==> src/rtl/uart_hex_reporter.sv <==
// Buffers tagged data words and prints each as "<tag><sep><hex digits>\r\n" through uart_tx.
// A small message FIFO decouples the producer from the serial link; refused offers are counted.
module uart_hex_reporter #(
  parameter int         DATA_W    = 16,
  parameter int         DEPTH     = 4,
  parameter logic [7:0] SEP_CHAR  = 8'h3A,
  parameter bit         UPPERCASE = 1'b1
) (
  input  logic                   CLK100MHZ,
  input  logic                   rst_n,
  input  logic                   msg_valid,
  output logic                   msg_ready,
  input  logic [7:0]             msg_tag,
  input  logic [DATA_W-1:0]      msg_data,
  output logic                   tx_start,
  output logic [7:0]             tx_data,
  input  logic                   tx_busy,
  output logic                   idle,
  output logic [$clog2(DEPTH):0] pending,
  output logic [7:0]             drop_cnt
);

  localparam int AW     = $clog2(DEPTH);
  localparam int PW     = AW + 1;
  localparam int NDIG   = DATA_W / 4;
  localparam int NBYTES = NDIG + 4;
  localparam int IW     = $clog2(NBYTES);

  localparam logic [IW-1:0] SEP_IDX  = IW'(1);
  localparam logic [IW-1:0] DIG0_IDX = IW'(2);
  localparam logic [IW-1:0] CR_IDX   = IW'(NDIG + 2);
  localparam logic [IW-1:0] LF_IDX   = IW'(NDIG + 3);

  localparam logic [1:0] S_IDLE  = 2'd0;
  localparam logic [1:0] S_ISSUE = 2'd1;
  localparam logic [1:0] S_ACK   = 2'd2;
  localparam logic [1:0] S_DONE  = 2'd3;

  logic [7:0]        tag_mem  [DEPTH];
  logic [DATA_W-1:0] data_mem [DEPTH];

  logic [PW-1:0]     wr_ptr_reg;
  logic [PW-1:0]     rd_ptr_reg;
  logic [7:0]        drop_cnt_reg;
  logic [1:0]        state_reg;
  logic [IW-1:0]     idx_reg;
  logic [7:0]        tag_reg;
  logic [DATA_W-1:0] data_reg;
  logic              tx_start_reg;
  logic [7:0]        tx_data_reg;

  logic              full;
  logic              empty;
  logic              push;
  logic              pop;
  logic              is_digit;
  logic [7:0]        cur_byte;
  logic [7:0]        hex_lut [16];

  // Nibble-to-ASCII table, resolved entirely at elaboration time.
  genvar gi;
  generate
    for (gi = 0; gi < 16; gi++) begin : g_hex
      localparam int CODE = (gi < 10) ? (48 + gi) : ((UPPERCASE ? 65 : 97) + gi - 10);
      assign hex_lut[gi] = 8'(CODE);
    end
  endgenerate

  // Extra pointer bit distinguishes full from empty when the indices match.
  assign full  = (wr_ptr_reg[AW] != rd_ptr_reg[AW]) &&
                 (wr_ptr_reg[AW-1:0] == rd_ptr_reg[AW-1:0]);
  assign empty = (wr_ptr_reg == rd_ptr_reg);
  assign push  = msg_valid && !full;
  assign pop   = (state_reg == S_IDLE) && !empty;

  assign msg_ready = !full;
  assign pending   = wr_ptr_reg - rd_ptr_reg;
  assign drop_cnt  = drop_cnt_reg;
  assign idle      = empty && (state_reg == S_IDLE);
  assign tx_start  = tx_start_reg;
  assign tx_data   = tx_data_reg;

  always_ff @(posedge CLK100MHZ) begin
    if (push) begin
      tag_mem[wr_ptr_reg[AW-1:0]]  <= msg_tag;
      data_mem[wr_ptr_reg[AW-1:0]] <= msg_data;
    end
  end

  always_ff @(posedge CLK100MHZ or negedge rst_n) begin
    if (!rst_n) begin
      wr_ptr_reg   <= '0;
      rd_ptr_reg   <= '0;
      drop_cnt_reg <= '0;
    end else begin
      if (push) wr_ptr_reg <= wr_ptr_reg + 1'b1;
      if (pop)  rd_ptr_reg <= rd_ptr_reg + 1'b1;
      if (msg_valid && full && (drop_cnt_reg != 8'hFF))
        drop_cnt_reg <= drop_cnt_reg + 1'b1;
    end
  end

  // Hex digits come from the top nibble of a left-shifting copy of the payload.
  assign is_digit = (idx_reg >= DIG0_IDX) && (idx_reg < CR_IDX);

  always_comb begin
    cur_byte = hex_lut[data_reg[DATA_W-1 -: 4]];
    if (idx_reg == '0)
      cur_byte = tag_reg;
    else if (idx_reg == SEP_IDX)
      cur_byte = SEP_CHAR;
    else if (idx_reg == CR_IDX)
      cur_byte = 8'h0D;
    else if (idx_reg == LF_IDX)
      cur_byte = 8'h0A;
  end

  always_ff @(posedge CLK100MHZ or negedge rst_n) begin
    if (!rst_n) begin
      state_reg    <= S_IDLE;
      idx_reg      <= '0;
      tag_reg      <= '0;
      data_reg     <= '0;
      tx_start_reg <= 1'b0;
      tx_data_reg  <= '0;
    end else begin
      tx_start_reg <= 1'b0;
      case (state_reg)
        S_IDLE: begin
          if (!empty) begin
            tag_reg   <= tag_mem[rd_ptr_reg[AW-1:0]];
            data_reg  <= data_mem[rd_ptr_reg[AW-1:0]];
            idx_reg   <= '0;
            state_reg <= S_ISSUE;
          end
        end
        S_ISSUE: begin
          // Hold off while the transmitter is still occupied.
          if (!tx_busy) begin
            tx_start_reg <= 1'b1;
            tx_data_reg  <= cur_byte;
            if (is_digit) data_reg <= data_reg << 4;
            state_reg    <= S_ACK;
          end
        end
        S_ACK: begin
          if (tx_busy) state_reg <= S_DONE;
        end
        S_DONE: begin
          if (!tx_busy) begin
            if (idx_reg == LF_IDX) begin
              state_reg <= S_IDLE;
            end else begin
              idx_reg   <= idx_reg + 1'b1;
              state_reg <= S_ISSUE;
            end
          end
        end
        default: state_reg <= S_IDLE;
      endcase
    end
  end

endmodule

==> config.mk <==
export PLATFORM = sky130hd
export DESIGN_NAME = uart_hex_reporter
export DESIGN_NICKNAME = d
export VERILOG_FILES = /design/src/rtl/uart_hex_reporter.sv
export SDC_FILE = /design/constraint.sdc
export NUM_CORES = 1
export LEC_CHECK = 0
export CORE_UTILIZATION = 30
export DETAILED_ROUTE_END_ITERATION = 12
export SETUP_SLACK_MARGIN = 0.2
export SLEW_MARGIN = 20
export SYNTH_ARGS = -nofsm -noshare
export SYNTH_HDL_FRONTEND = slang
export SYNTH_SLANG_ARGS = --single-unit
==> constraint.sdc <==
create_clock -name CLK100MHZ -period 5.1 [get_ports CLK100MHZ]
set_input_delay 0.51 -clock CLK100MHZ [delete_from_list [all_inputs] [get_ports CLK100MHZ]]
set_output_delay 0.51 -clock CLK100MHZ [all_outputs]
set_load 0.05 [all_outputs]
# Word-level counts from Yosys, hierarchy flattened
# Memories as Yosys holds them, arrays and structs flattened. A register that Yosys moved wholly into a read port is not among the register bits.
# Index checks and enable logic that the tools add are counted.
[classes]
n_addsub = 5
order_cmp = 3
eq_ne = 16
mux = 24
bitwise_logic = 3
n_reduce_logical = 19
[op_table]
columns = ["cell", "n"]
rows = [
  ["$mux W16", 3],
  ["$mux W8", 6],
  ["$pmux W16 S2", 1],
  ["$ne A2 B2 Y1 const B", 6],
  ["$reduce_and A4 Y1", 3],
  ["$add A3 B1 Y3 const B", 3],
  ["$mux W3", 3],
  ["$add A8 B1 Y8 const B", 1],
  ["$mux W2", 4],
  ["$ne A8 B8 Y1 const B", 1],
  ["$pmux W2 S4", 1],
  ["$logic_and A1 B1 Y1", 7],
  ["$eq A3 B3 Y1 const B", 2],
  ["$pmux W3 S2", 1],
  ["$ge A5 B5 Y1 const B", 1],
  ["$mux W1", 5],
  ["$not A4 Y5", 1],
  ["$eq A2 B2 Y1 const B", 2],
  ["$reduce_and A2 Y1", 2],
  ["$reduce_bool A2 Y1", 2],
  ["$eq A3 B1 Y1 const B", 1],
  ["$eq A3 B3 Y1", 1],
  ["$ge A3 B2 Y1 const B", 1],
  ["$logic_not A1 Y1", 3],
  ["8 further kinds", 9],
]
[word_totals]
ff_bits = 44
ramBits = 96
romBits = 128
inputBits = 28
output_inout_bits = 22
elab_cells = 81
memories = 3
[mem_list]
columns = ["name", "depth", "width", "rd", "rd_clocked_by_memory_dff", "write_ports", "line_no", "rtl"]
rows = [
  ["(no name shown)", 16, 8, 1, 0, 0, "107", "cur_byte = hex_lut[data_reg[DATA_W-1 -: 4]];"],
  ["data_mem", 4, 16, 1, 0, 1, "40", "logic [DATA_W-1:0] data_mem [DEPTH];"],
  ["tag_mem", 4, 8, 1, 1, 1, "39", "logic [7:0] tag_mem [DEPTH];"],
]

# Depth between registers and ports, before layout
[logic_depth]
depth_word = 8
depth_mapped = 11
depth_no_buf = 7

# Worst setup path before layout
# No wires, ideal clock.
[synth_path]
kind = "reg-to-reg"
start = "register rd_ptr_reg[1]"
end = "memory data_mem[3][0], enable pin"
setup_time_ps = 384
arrival_ps = 2300
t_required_ps = 4716
slack_ps = 2415
path_stages_with_launch = 9
path_buffers = 3
synth_period_minus_slack_ps = 2685
path_cell_list = "dfrtp_1 buf_2 buf_2 buf_2 inv_1 ha_1 nand2_1 o21a_1 and2_1"
[synth_between]
elab_chain_cells = 6
[synth_lines]
columns = ["element", "line_no", "rtl"]
rows = [
  ["start, declared", "43", "logic [PW-1:0] rd_ptr_reg;"],
  ["start signal, assigned", "97", "if (pop) rd_ptr_reg <= rd_ptr_reg + 1'b1;"],
  ["$eq A2 B2 Y1", "71", "(wr_ptr_reg[AW-1:0] == rd_ptr_reg[AW-1:0]);"],
  ["$logic_and A1 B1 Y1", "70", "assign full = (wr_ptr_reg[AW] != rd_ptr_reg[AW]) &&"],
  ["$logic_not A1 Y1", "73", "assign push = msg_valid && !full;"],
  ["$logic_and A1 B1 Y1", "73", ""],
  ["$mux W1", "84", "if (push) begin"],
  ["$mux W1 (not written as such)", "86", "data_mem[wr_ptr_reg[AW-1:0]] <= msg_data;"],
  ["end, declared", "40", ""],
]
# No other way between the ends.

# Final worst setup path
[layout_path]
start = "register wr_ptr_reg[0]"
end = "output idle"
[layout_between]
elab_chain_cells = 2
[layout_lines]
columns = ["element", "line_no", "rtl"]
rows = [
  ["start, declared", "42", "logic [PW-1:0] wr_ptr_reg;"],
  ["start signal, assigned", "96", "if (push) wr_ptr_reg <= wr_ptr_reg + 1'b1;"],
  ["$eq A3 B3 Y1", "72", "assign empty = (wr_ptr_reg == rd_ptr_reg);"],
  ["$logic_and A1 B1 Y1", "79", "assign idle = empty && (state_reg == S_IDLE);"],
  ["end, declared", "18", "output logic idle,"],
]
# No other way between the ends.

==> impl_metrics.ini <==
[status]
status = finished, final reports clean

[setup_path]
cp-end-kind = primary output
crit_fanout = 6
cp.required_ps = 4590
critical_path_arrival_ps = 2790
r2r_slack_ps = 2300
r2r-end = data_reg[7]
worst_r2r_path_depth = 6
r2r_start = state_reg[1]
cp-start-kind = flip-flop
worstSetupPathType = reg2out

[cells_and_area]
diodes = 0
area_growth_pct = 21.4
n_fill_cell = 1948
layout-drive-gt1-share_pct = 19.0
mostFrequentLayoutCells = edfxtp_1 (96), dfrtp_1 (52), clkdlybuf4s50_1 (48), mux2_2 (28), ha_1 (21)
layout.cells.non_filler = 732
largest_reg_flops = 64
fin_nets = 495
layout_commonest_cell = edfxtp_1
postLayoutCellArea_um2 = 7790

[clocking]
postCtsHoldBufs = 0
clockBufferDepth = 2
postCtsSetupBuffers = 0
cts_root_buffer = clkbuf_16
cts_num_sinks = 148
cts_tree = yes
cts_resized = 0
cts-buffers-inserted = 17
clock_latency_ps = 410
htree_levels = 4
clkSlewWorstSetupHoldPaths_ps = 60

[timing]
hold_viol = 0
timing.final.crit_share_pct = 64.6
period_minus_slack_ps = 3300
fmax_ghz = 0.303
tightestPinTransition_ps = 896
setup_tns_ps = 0
rsz0062_at_grt = no
fin_worst_skew_ps = 8.76
drv_slew = 0
setup_viol = 0
fin_hold_ws_ps = 210
max_slew_margin_pct = 40.3

[global_route]
grt_pass1_vias = 3607
overflow = 0
antenna_found_initial = 0
grt_pass1_wl_mm = 18.9
grt_use_total_pct = 11.5
grt_start_max_net_pins = 53

[floorplan]
rows = 53
initial_core_util_pct = 30.5
fp.dieW_um = 148
core_area_um2 = 21000
io_pins = 50
die_y_um = 148
dieArea_um2 = 22000

[placement]
dp.cells = 701
placed_area_um2 = 7190
gp_congestion = 0.744
io_buffer_count = 49
hpwl_mm = 7.67

[detailed_routing]
wirelength_mm = 11.8
drtIter0Drc = 187
drc = 0
num_vias = 3384
drtPass1Iterations = 4
ant_nets = 0
wire_per_inst_um = 16.1
viasPerCell = 4.62

[power_and_ir_drop]
p_leak_nw = 2.93
p_per_area_nw_per_um2 = 661
power_mw = 5.14
vdd_drop_max_mv = 0.337

[logic_synthesis]
ys_seq_area_share_pct = 65.2
syn_inst = 382
ys_ff_latch = 148
yosysWarnings = 0
syn_nets = 432
netlist_area_um2 = 6410
synth_cell_types = 53
synthArstFlopShare_pct = 35.1
synth_edf_count = 96
ys.flop_type = edfxtp_1
syn_avg_cell_area_um2 = 16.8

[hold_path]
hp-class = in2async

[job]
maxCapViolCount = 0
## Yosys cell counts (3+ instances only)
cell type | instances | area share [%]
a211oi_1 | 3 | 0.35
xnor2_1 | 7 | 0.96
ha_1 | 21 | 4.1
nand3_1 | 6 | 0.47
nor2b_1 | 6 | 0.59
mux2i_1 | 10 | 1.6
o21ai_0 | 10 | 0.78
and2_1 | 4 | 0.39
nand2_1 | 15 | 0.88
inv_1 | 18 | 1.1
mux2_4 | 4 | 0.94
o31ai_1 | 3 | 0.35
dfrtp_1 | 52 | 20
mux4_1 | 12 | 4.9
a31oi_1 | 3 | 0.29
buf_6 | 3 | 0.53
buf_2 | 4 | 0.31
edfxtp_1 | 96 | 45
mux4_2 | 12 | 4.2
a21oi_1 | 5 | 0.39
nand2b_1 | 4 | 0.39
nor2_1 | 16 | 0.94
xor2_1 | 4 | 0.55
mux2_2 | 28 | 4.9
## worst max path at each step
stage | start | endpoint | slack (ps) | cells after the start
6_report | wr_ptr_reg[0] | idle | 1800 | 6
5_1_grt | wr_ptr_reg[0] | idle | 1660 | 6
4_1_cts | wr_ptr_reg[0] | idle | 1800 | 6
3_5_place_dp | wr_ptr_reg[0] | idle | 2260 | 6
3_3_place_gp | wr_ptr_reg[0] | idle | 2300 | 6
2_1_floorplan | rd_ptr_reg[1] | data_mem[3][0] | 2420 | 8
## cell families (layout without fill, tap and decap cells)
group	Yosys count	after routing	synth area share (%)
AO/OA/AOI/OAI	39	39	4.29
XOR/XNOR	11	11	1.50
adder cells (fa/ha/maj)	22	22	4.41
buffers and inverters	32	107	2.93
flip-flops	148	148	65.2
multiplexers	66	66	16.5
AND/OR/NAND/NOR	64	64	5.07
## power breakdown
| group | internal (mW) | total [mW] | switching [mW] | leakage, nW |
|---|---|---|---|---|
| Combinational | 0.897 | 2.03 | 1.13 | 1.14 |
| Clock | 0.774 | 1.26 | 0.481 | 0.288 |
| Sequential | 1.67 | 1.86 | 0.192 | 1.50 |
| Total | 3.34 | 5.14 | 1.80 | 2.93 |
## routing by layer
layer  up-vias  wire (µm)  global-route usage (%)
li1       1576          -                       -
met1      1740       5270                    13.6
met2        51       6030                    19.8
met3        17        306                    2.76
met4         0        204                    5.15
met5         -          0                       0
## through the flow
stage               util, %  setup slack (ps)
finish                 37.0              1800
global route           37.0              1660
CTS                    37.0              1800
detailed placement     34.2              2260
global placement       34.2              2300
floorplan                 -              2420
## worst max-delay path, stage by stage, from the launching register on
cell             delay (ps)
dfrtp_1                 390
inv_1                   110
ha_1                    360
nand2_1                 120
or3_1                   450
inv_1                   110
clkdlybuf4s50_1         820
## final cells by class
cell class	instances	area, µm²	area share [%]
clock buffer	18	429	5.51
clock inverter	13	171	2.20
inverter	19	71.3	0.916
multi-input combinational	202	2040	26.2
sequential	148	4180	53.7
tap	275	344	4.42
timing repair buffer	57	546	7.01
Note: power is estimated with default switching activity, not from simulation.
